===== config.mk =====
export PLATFORM = sky130hd
export DESIGN_NAME = wind_table_gen
export DESIGN_NICKNAME = d
export VERILOG_FILES = /design/src/rtl/wind_table_gen.sv
export SDC_FILE = /design/constraint.sdc
export NUM_CORES = 1
export LEC_CHECK = 0
export ABC_AREA = 1
export CAP_MARGIN = 20
export CELL_PAD_IN_SITES_DETAIL_PLACEMENT = 1
export CELL_PAD_IN_SITES_GLOBAL_PLACEMENT = 1
export CORE_AREA = 2 2 95 97
export CTS_CLUSTER_DIAMETER = 150
export DETAILED_ROUTE_END_ITERATION = 10
export DIE_AREA = 0 0 97 99
export GPL_TIMING_DRIVEN = 0
export HOLD_SLACK_MARGIN = 0.02
export PLACE_DENSITY = 0.88
export SYNTH_ARGS = -nofsm -noshare
export SYNTH_HDL_FRONTEND = slang
export SYNTH_SLANG_ARGS = --single-unit

===== constraint.sdc =====
create_clock -name clk -period 3.4 [get_ports clk]
set_input_delay 0.34 -clock clk [delete_from_list [all_inputs] [get_ports clk]]
set_output_delay 0.34 -clock clk [all_outputs]
set_load 0.02 [all_outputs]

===== src/rtl/wind_table_gen.sv =====
// Wind table writer: fills the wind RAM with LFSR-derived values in 0..WIND_MAX
// and reports a checksum so both boards can confirm that their tables match.
module wind_table_gen #(
  parameter int          DEPTH    = 128,
  parameter int          VAL_W    = 7,
  parameter int          WIND_MAX = 100,
  parameter logic [15:0] ALT_SEED = 16'hACE1,
  localparam int         AW       = $clog2(DEPTH)
) (
  input  logic             clk,
  input  logic             rst,
  input  logic             start,
  input  logic [15:0]      seed,
  output logic             busy,
  output logic             done,
  output logic             we,
  output logic [AW-1:0]    waddr,
  output logic [VAL_W-1:0] wdata,
  output logic [13:0]      checksum
);

  // state | meaning
  // IDLE  | waiting for the first start after reset
  // FILL  | stepping the LFSR one sample per cycle, writing accepted samples
  // DONE  | table complete, checksum valid, waiting for a new start
  typedef enum logic [1:0] {IDLE, FILL, DONE} state_t;

  state_t            state;
  logic [15:0]       lfsr;
  logic [15:0]       lfsr_n;
  logic [AW-1:0]     addr;
  logic [13:0]       sum;
  logic [VAL_W-1:0]  smp;
  logic [13:0]       smp_ext;
  logic              accept;
  logic              last;

  always_comb begin
    lfsr_n  = {1'b0, lfsr[15:1]} ^ (lfsr[0] ? 16'hB400 : 16'h0000);
    smp     = lfsr_n[VAL_W-1:0];
    smp_ext = {{(14-VAL_W){1'b0}}, smp};
    accept  = (32'(smp) <= WIND_MAX);
    last    = (addr == AW'(DEPTH-1));
  end

  always_ff @(posedge clk) begin
    if (rst) begin
      state    <= IDLE;
      lfsr     <= ALT_SEED;
      addr     <= '0;
      sum      <= '0;
      busy     <= 1'b0;
      done     <= 1'b0;
      we       <= 1'b0;
      waddr    <= '0;
      wdata    <= '0;
      checksum <= '0;
    end else begin
      case (state)
        IDLE, DONE: begin
          we <= 1'b0;
          if (start) begin
            lfsr  <= (seed == 16'h0000) ? ALT_SEED : seed;
            addr  <= '0;
            sum   <= '0;
            done  <= 1'b0;
            busy  <= 1'b1;
            state <= FILL;
          end
        end
        FILL: begin
          lfsr <= lfsr_n;
          we   <= accept;
          if (accept) begin
            waddr <= addr;
            wdata <= smp;
            addr  <= addr + 1'b1;
            sum   <= sum + smp_ext;
            // Final accept: done rises together with the last write pulse.
            if (last) begin
              busy     <= 1'b0;
              done     <= 1'b1;
              checksum <= sum + smp_ext;
              state    <= DONE;
            end
          end
        end
        default: state <= IDLE;
      endcase
    end
  end

endmodule


After elaboration in Yosys (flattened, before gate mapping)
Index checks and enable logic that the tools add are counted.
- register bits after elaboration: 70
- bits of input ports: 19
- output and inout bits: 31
- logic and storage cells: 53
- $add $sub $neg: 2
- $lt $le $gt $ge: 1
- equal/unequal tests: 6
- multiplexer cells: 23
- bitwise logic cells: 1
- reductions and logical operators: 10
- operators with widths (operator ; number):
    2-to-1 mux 16 bit ; 3
    one-hot mux 16 bit (2 select lines) ; 1
    2-to-1 mux 14 bit ; 2
    one-hot mux 14 bit (2 select lines) ; 1
    zero test 16 bit ; 1
    bitwise XOR 15 x 16 -> 16 bit ; 1
    adder 14 x 7 -> 14 bit ; 1
    2-to-1 mux 7 bit ; 2
    one-hot mux 7 bit (2 select lines) ; 1
    AND reduction 3 bit ; 3
    adder 7 x 1 -> 7 bit (second input constant) ; 1
    equality test 7 bit (second input constant) ; 1
    <= comparator 7 bit (second input constant) ; 1
    2-to-1 mux 1 bit ; 6
    2-to-1 mux 2 bit ; 3
    inequality test 2 bit (second input constant) ; 3
    one-hot mux 1 bit (2 select lines) ; 3
    one-hot mux 2 bit (2 select lines) ; 1
    AND reduction 2 bit ; 2
    AND reduction 4 bit ; 1
    equality test 2 x 1 -> 1 bit (second input constant) ; 1
    equality test 2 bit (second input constant) ; 1
    zero test 2 bit ; 1
    nonzero test 2 bit ; 1
    OR reduction 2 bit ; 1

Logic depth before layout (Yosys ltp)
- depth after elaboration: 5
- mapped depth: 12
- depth with buffers taken out: 12

Worst setup path after synthesis
OpenSTA, ideal clock, no wires.
- kind: reg2reg
- start: reg lfsr[1]
- end: reg checksum[12]
- library setup time: 0.117 ns
- arrival: 1.590 ns
- required time: 3.283 ns
- slack: 1.693 ns
- stages on the path, launching flop included: 12
- path buffers: 0
- period minus slack after synthesis: 1.707 ns
- path through: dfxtp_1 -> ha_1 -> inv_1 -> fa_1 -> inv_1 -> nand3_1 -> nand3_1 -> nand2_1 -> nand2_1 -> nand3_1 -> a21oi_1 -> nor2_1
- cells in the longest elaborated chain, start to end: 3
- elaborated cells on any way between the ends: 4
- classes of those cells: add/sub (1); order compare (1); bitwise (1); reduce/logical (1)
- ends and longest elaborated chain (element ; RTL line ; RTL):
    from (decl) ; 29 ; logic [15:0] lfsr;
    from (signal assigned) ; 63 ; lfsr <= (seed == 16'h0000) ? ALT_SEED : seed;
    from (signal assigned) ; 72 ; lfsr <= lfsr_n;
    bitwise XOR 15 x 16 -> 16 bit (*) ; 39 ; lfsr_n = {1'b0, lfsr[15:1]} ^ (lfsr[0] ? 16'hB400 : 16'h0000);
    branches (longest 2 deep; another with adder 14 x 7 -> 14 bit) ; n/a ;
    to (signal assigned) ; 83 ; checksum <= sum + smp_ext;
    to (decl) ; 19 ; output logic [13:0] checksum
Every way passes the cells marked *.
A chain may end at the register's enable or synchronous reset.

Worst setup path after layout
- start: reg lfsr[2]
- end: reg checksum[12]
Same word-level chain as after synthesis.

==> impl_metrics.ini <==
[status]
outcome = completed

[sta]
drv_slew = 0
hold_viol = 0
finalClockSkew_ns = 0.01337
hold_ws_ns = 0.4741
timing.final.crit_period_ns = 2.105
worst_slew_pin_slew_ns = 0.5739
finalSetupViolCount = 0
max_slew_margin = 0.6174
fmax_mhz = 475.0
fin_crit_sh = 0.6191
rsz0062_at_grt = no
setup_tns_ns = 0

[logic_synthesis]
synth-seq-cells = 70
synth_top_cell_area_share = 0.3997
syn_nets = 522
synth_top_flop_cell = dfxtp_1
ys_seq_area_frac = 0.3997
yosys-top-cells-count = nand2_1 (129), dfxtp_1 (70), a21oi_1 (64), inv_1 (50), nor2_1 (44)
synthArstFlopShare = 0
synth.avg_cell_area_um2 = 7.097
yosys_warnings = 0
syn_area_um2 = 3506
netlist_instances = 494
synth_edf_count = 0
yosys.cell_types.count = 34
synth_top_area_cell = dfxtp_1
yosysMostFrequentCell = nand2_1
synthTopCellsByArea = dfxtp_1 (40%), nand2_1 (14%), a21oi_1 (9.1%), inv_1 (5.4%), nor2_1 (4.7%)

[setup_path]
crit_start = lfsr[2]
ff2ff_path_depth = 10
r2r-end = checksum[12]
crit_path_end = checksum[12]
crit_family = simple AND/OR/NAND/NOR gates
crit_chain = inv_1, fa_1, inv_1, nand3_1, nand3_1, nand2_1, nand2_1, nand3_1, a21oi_1, nor2_1
cp-start-kind = flop
endpoint_kind = flop
rrSetupSlack_ns = 1.29
r2r-start = lfsr[2]
timing.critical_path.buf_inv = 2
critical_path_class = flop to flop
max_stage_delay_ns = 0.49
cp.arrival_ns = 2.36
cp_slowest_cell = fa_1
cpMostUsedCell = nand3_1
path_depth = 10
required_ns = 3.66
cp_max_fo = 4

[final_layout]
drive_above_1_share = 0.09302
layout.nets = 582
num_antenna_cells = 0
synthToLayoutAreaGrowth_pct = 24.41

[floorplanning]
core_area_um2 = 8551
row_count = 34
boundaryPins = 50
die-area_um2 = 9603
die_h_um = 99
initial_utilization = 0.4100
die_w_um = 97

[power]
leakagePower_nw = 1.800
pwr-share-clk = 0.373
total_power_mw = 2.120
p_int_mw = 1.464
combPwrFrac = 0.197
pwr_density_cell_nw_per_um2 = 486.1
peakVddDrop_uv = 209.3
swShare = 0.3094
pwr-share-seq = 0.429
power.switching_mw = 0.6561

[route]
first_iter_violations = 145
vias = 3525
drc = 0
viasPerCell = 5.285
ant_nets = 0
routedWlPerCell_um = 16.35
firstDrtPassIters = 4
routed_wirelength_mm = 10.91

[cts]
postCtsSetupRepairBufs = 0
cts.sinks = 70
cts_buffer_depth = 2
cts_resized = 0
cts_root_buffer = clkbuf_8
clk_latency_ns = 0.36
numCtsBuffers = 9
clk_pin_slew_worst_paths_ns = 0.09
cts-htree-levels = 3
cts_tree = yes
cts_hold_buf = 0

[grt]
grt_pass1_vias = 3735
grt_use_total = 0.2391
grt_overflow = 0
grt_max_degree = 14
antenna_found_initial = 0
grt_pass1_wl_mm = 18.44

[place]
place_hpwl_mm = 7.957
finalWeightedCongestion = 0.8615
numPortBuffers = 49

[worst_hold_path]
hold_path_depth = 2
min_from = checksum[4]
holdCritPathClass = flop to flop

[job]
maxCapViolCount = 0
## how the worst min path moves through the flow
stage               slack [ns]          end
finish                    0.47  checksum[4]
global route              0.49  checksum[4]
CTS                       0.48       sum[5]
detailed placement        0.46       sum[0]
global placement          0.45       sum[0]
floorplan                 0.44     lfsr[10]
## through the flow
| step | cell area [µm²] | setup slack, ns | cells | utilization |
|---|---|---|---|---|
| detailed placement | 4131 | 1.351 | 651 | 0.4832 |
| global route | 4362 | 1.158 | 667 | 0.5101 |
| finish | 4362 | 1.295 | 667 | 0.5101 |
| global placement | 4131 | 1.426 | 651 | 0.4832 |
| CTS | 4362 | 1.326 | 667 | 0.5101 |
| floorplan | 3506 | 1.693 | 494 | - |
## final cells by class
type	instances	area, µm²
Fill cell	1099	4189
Multi-Input combinational cell	348	1767
Sequential cell	70	1401
Timing Repair Buffer	49	490.5
Inverter	58	222.7
Clock buffer	10	137.6
Tap cell	108	135.1
Buffer	18	115.1
Clock inverter	6	92.59
## worst reg2reg max path: stages, from the launching register on
cell and delay (ns):
dfxtp_1 0.43, inv_1 0.16, fa_1 0.49, inv_1 0.11, nand3_1 0.07, nand3_1 0.18, nand2_1 0.11, nand2_1 0.10
nand3_1 0.12, a21oi_1 0.20, nor2_1 0.05
## logic make-up after synthesis
group / share of synthesized area
simple gates: 0.2812
compound gates: 0.1660
buf+inv: 0.09636
flops: 0.3997
xor+xnor: 0.02249
fa+ha+maj: 0.03426
## cell usage in the layout (no fill, tap or decap), types with 2 or more instances in the layout
| cell type | n |
|---|---|
| nand3_1 | 30 |
| clkbuf_8 | 10 |
| buf_4 | 3 |
| buf_2 | 5 |
| bufinv_16 | 2 |
| xor2_1 | 7 |
| nor3_1 | 4 |
| clkbuf_1 | 6 |
| o211ai_1 | 8 |
| nand2_1 | 129 |
| nand4_1 | 5 |
| buf_6 | 4 |
| dfxtp_1 | 70 |
| inv_1 | 50 |
| clkdlybuf4s50_1 | 49 |
| inv_6 | 2 |
| xnor2_1 | 2 |
| a21oi_1 | 64 |
| clkinvlp_4 | 2 |
| inv_2 | 6 |
| inv_4 | 2 |
| o21ai_0 | 26 |
| ha_1 | 8 |
| nand2_2 | 4 |
| a221oi_2 | 3 |
| nand3b_1 | 2 |
| nor2_1 | 44 |
## metal layers
metal / vias up / global-route usage / share of wire
met5: - / 0 / 0
met4: 0 / 0.08992 / 0.023
met3: 21 / 0.02766 / 0.041
met2: 84 / 0.4364 / 0.51
met1: 1694 / 0.2887 / 0.43
li1: 1726 / - / -
## flip-flops by register name (all words and copies together), names as in the netlist
| name | count |
|---|---|
| addr | 7 |
| done | 1 |
| we | 1 |
| sum | 14 |
| state | 2 |
| lfsr | 16 |
| checksum | 14 |
| wdata | 7 |
| busy | 1 |
| waddr | 7 |
## power by group through the flow
stage	logic, mW	registers [mW]	clock network, mW
global placement	0.399	0.925	0
CTS	0.419	0.910	0.795
floorplan	0.251	0.939	0
finish	0.419	0.910	0.791
global route	0.461	0.917	0.840
detailed placement	0.413	0.928	0
Note: power is estimated with default switching activity, not from simulation.
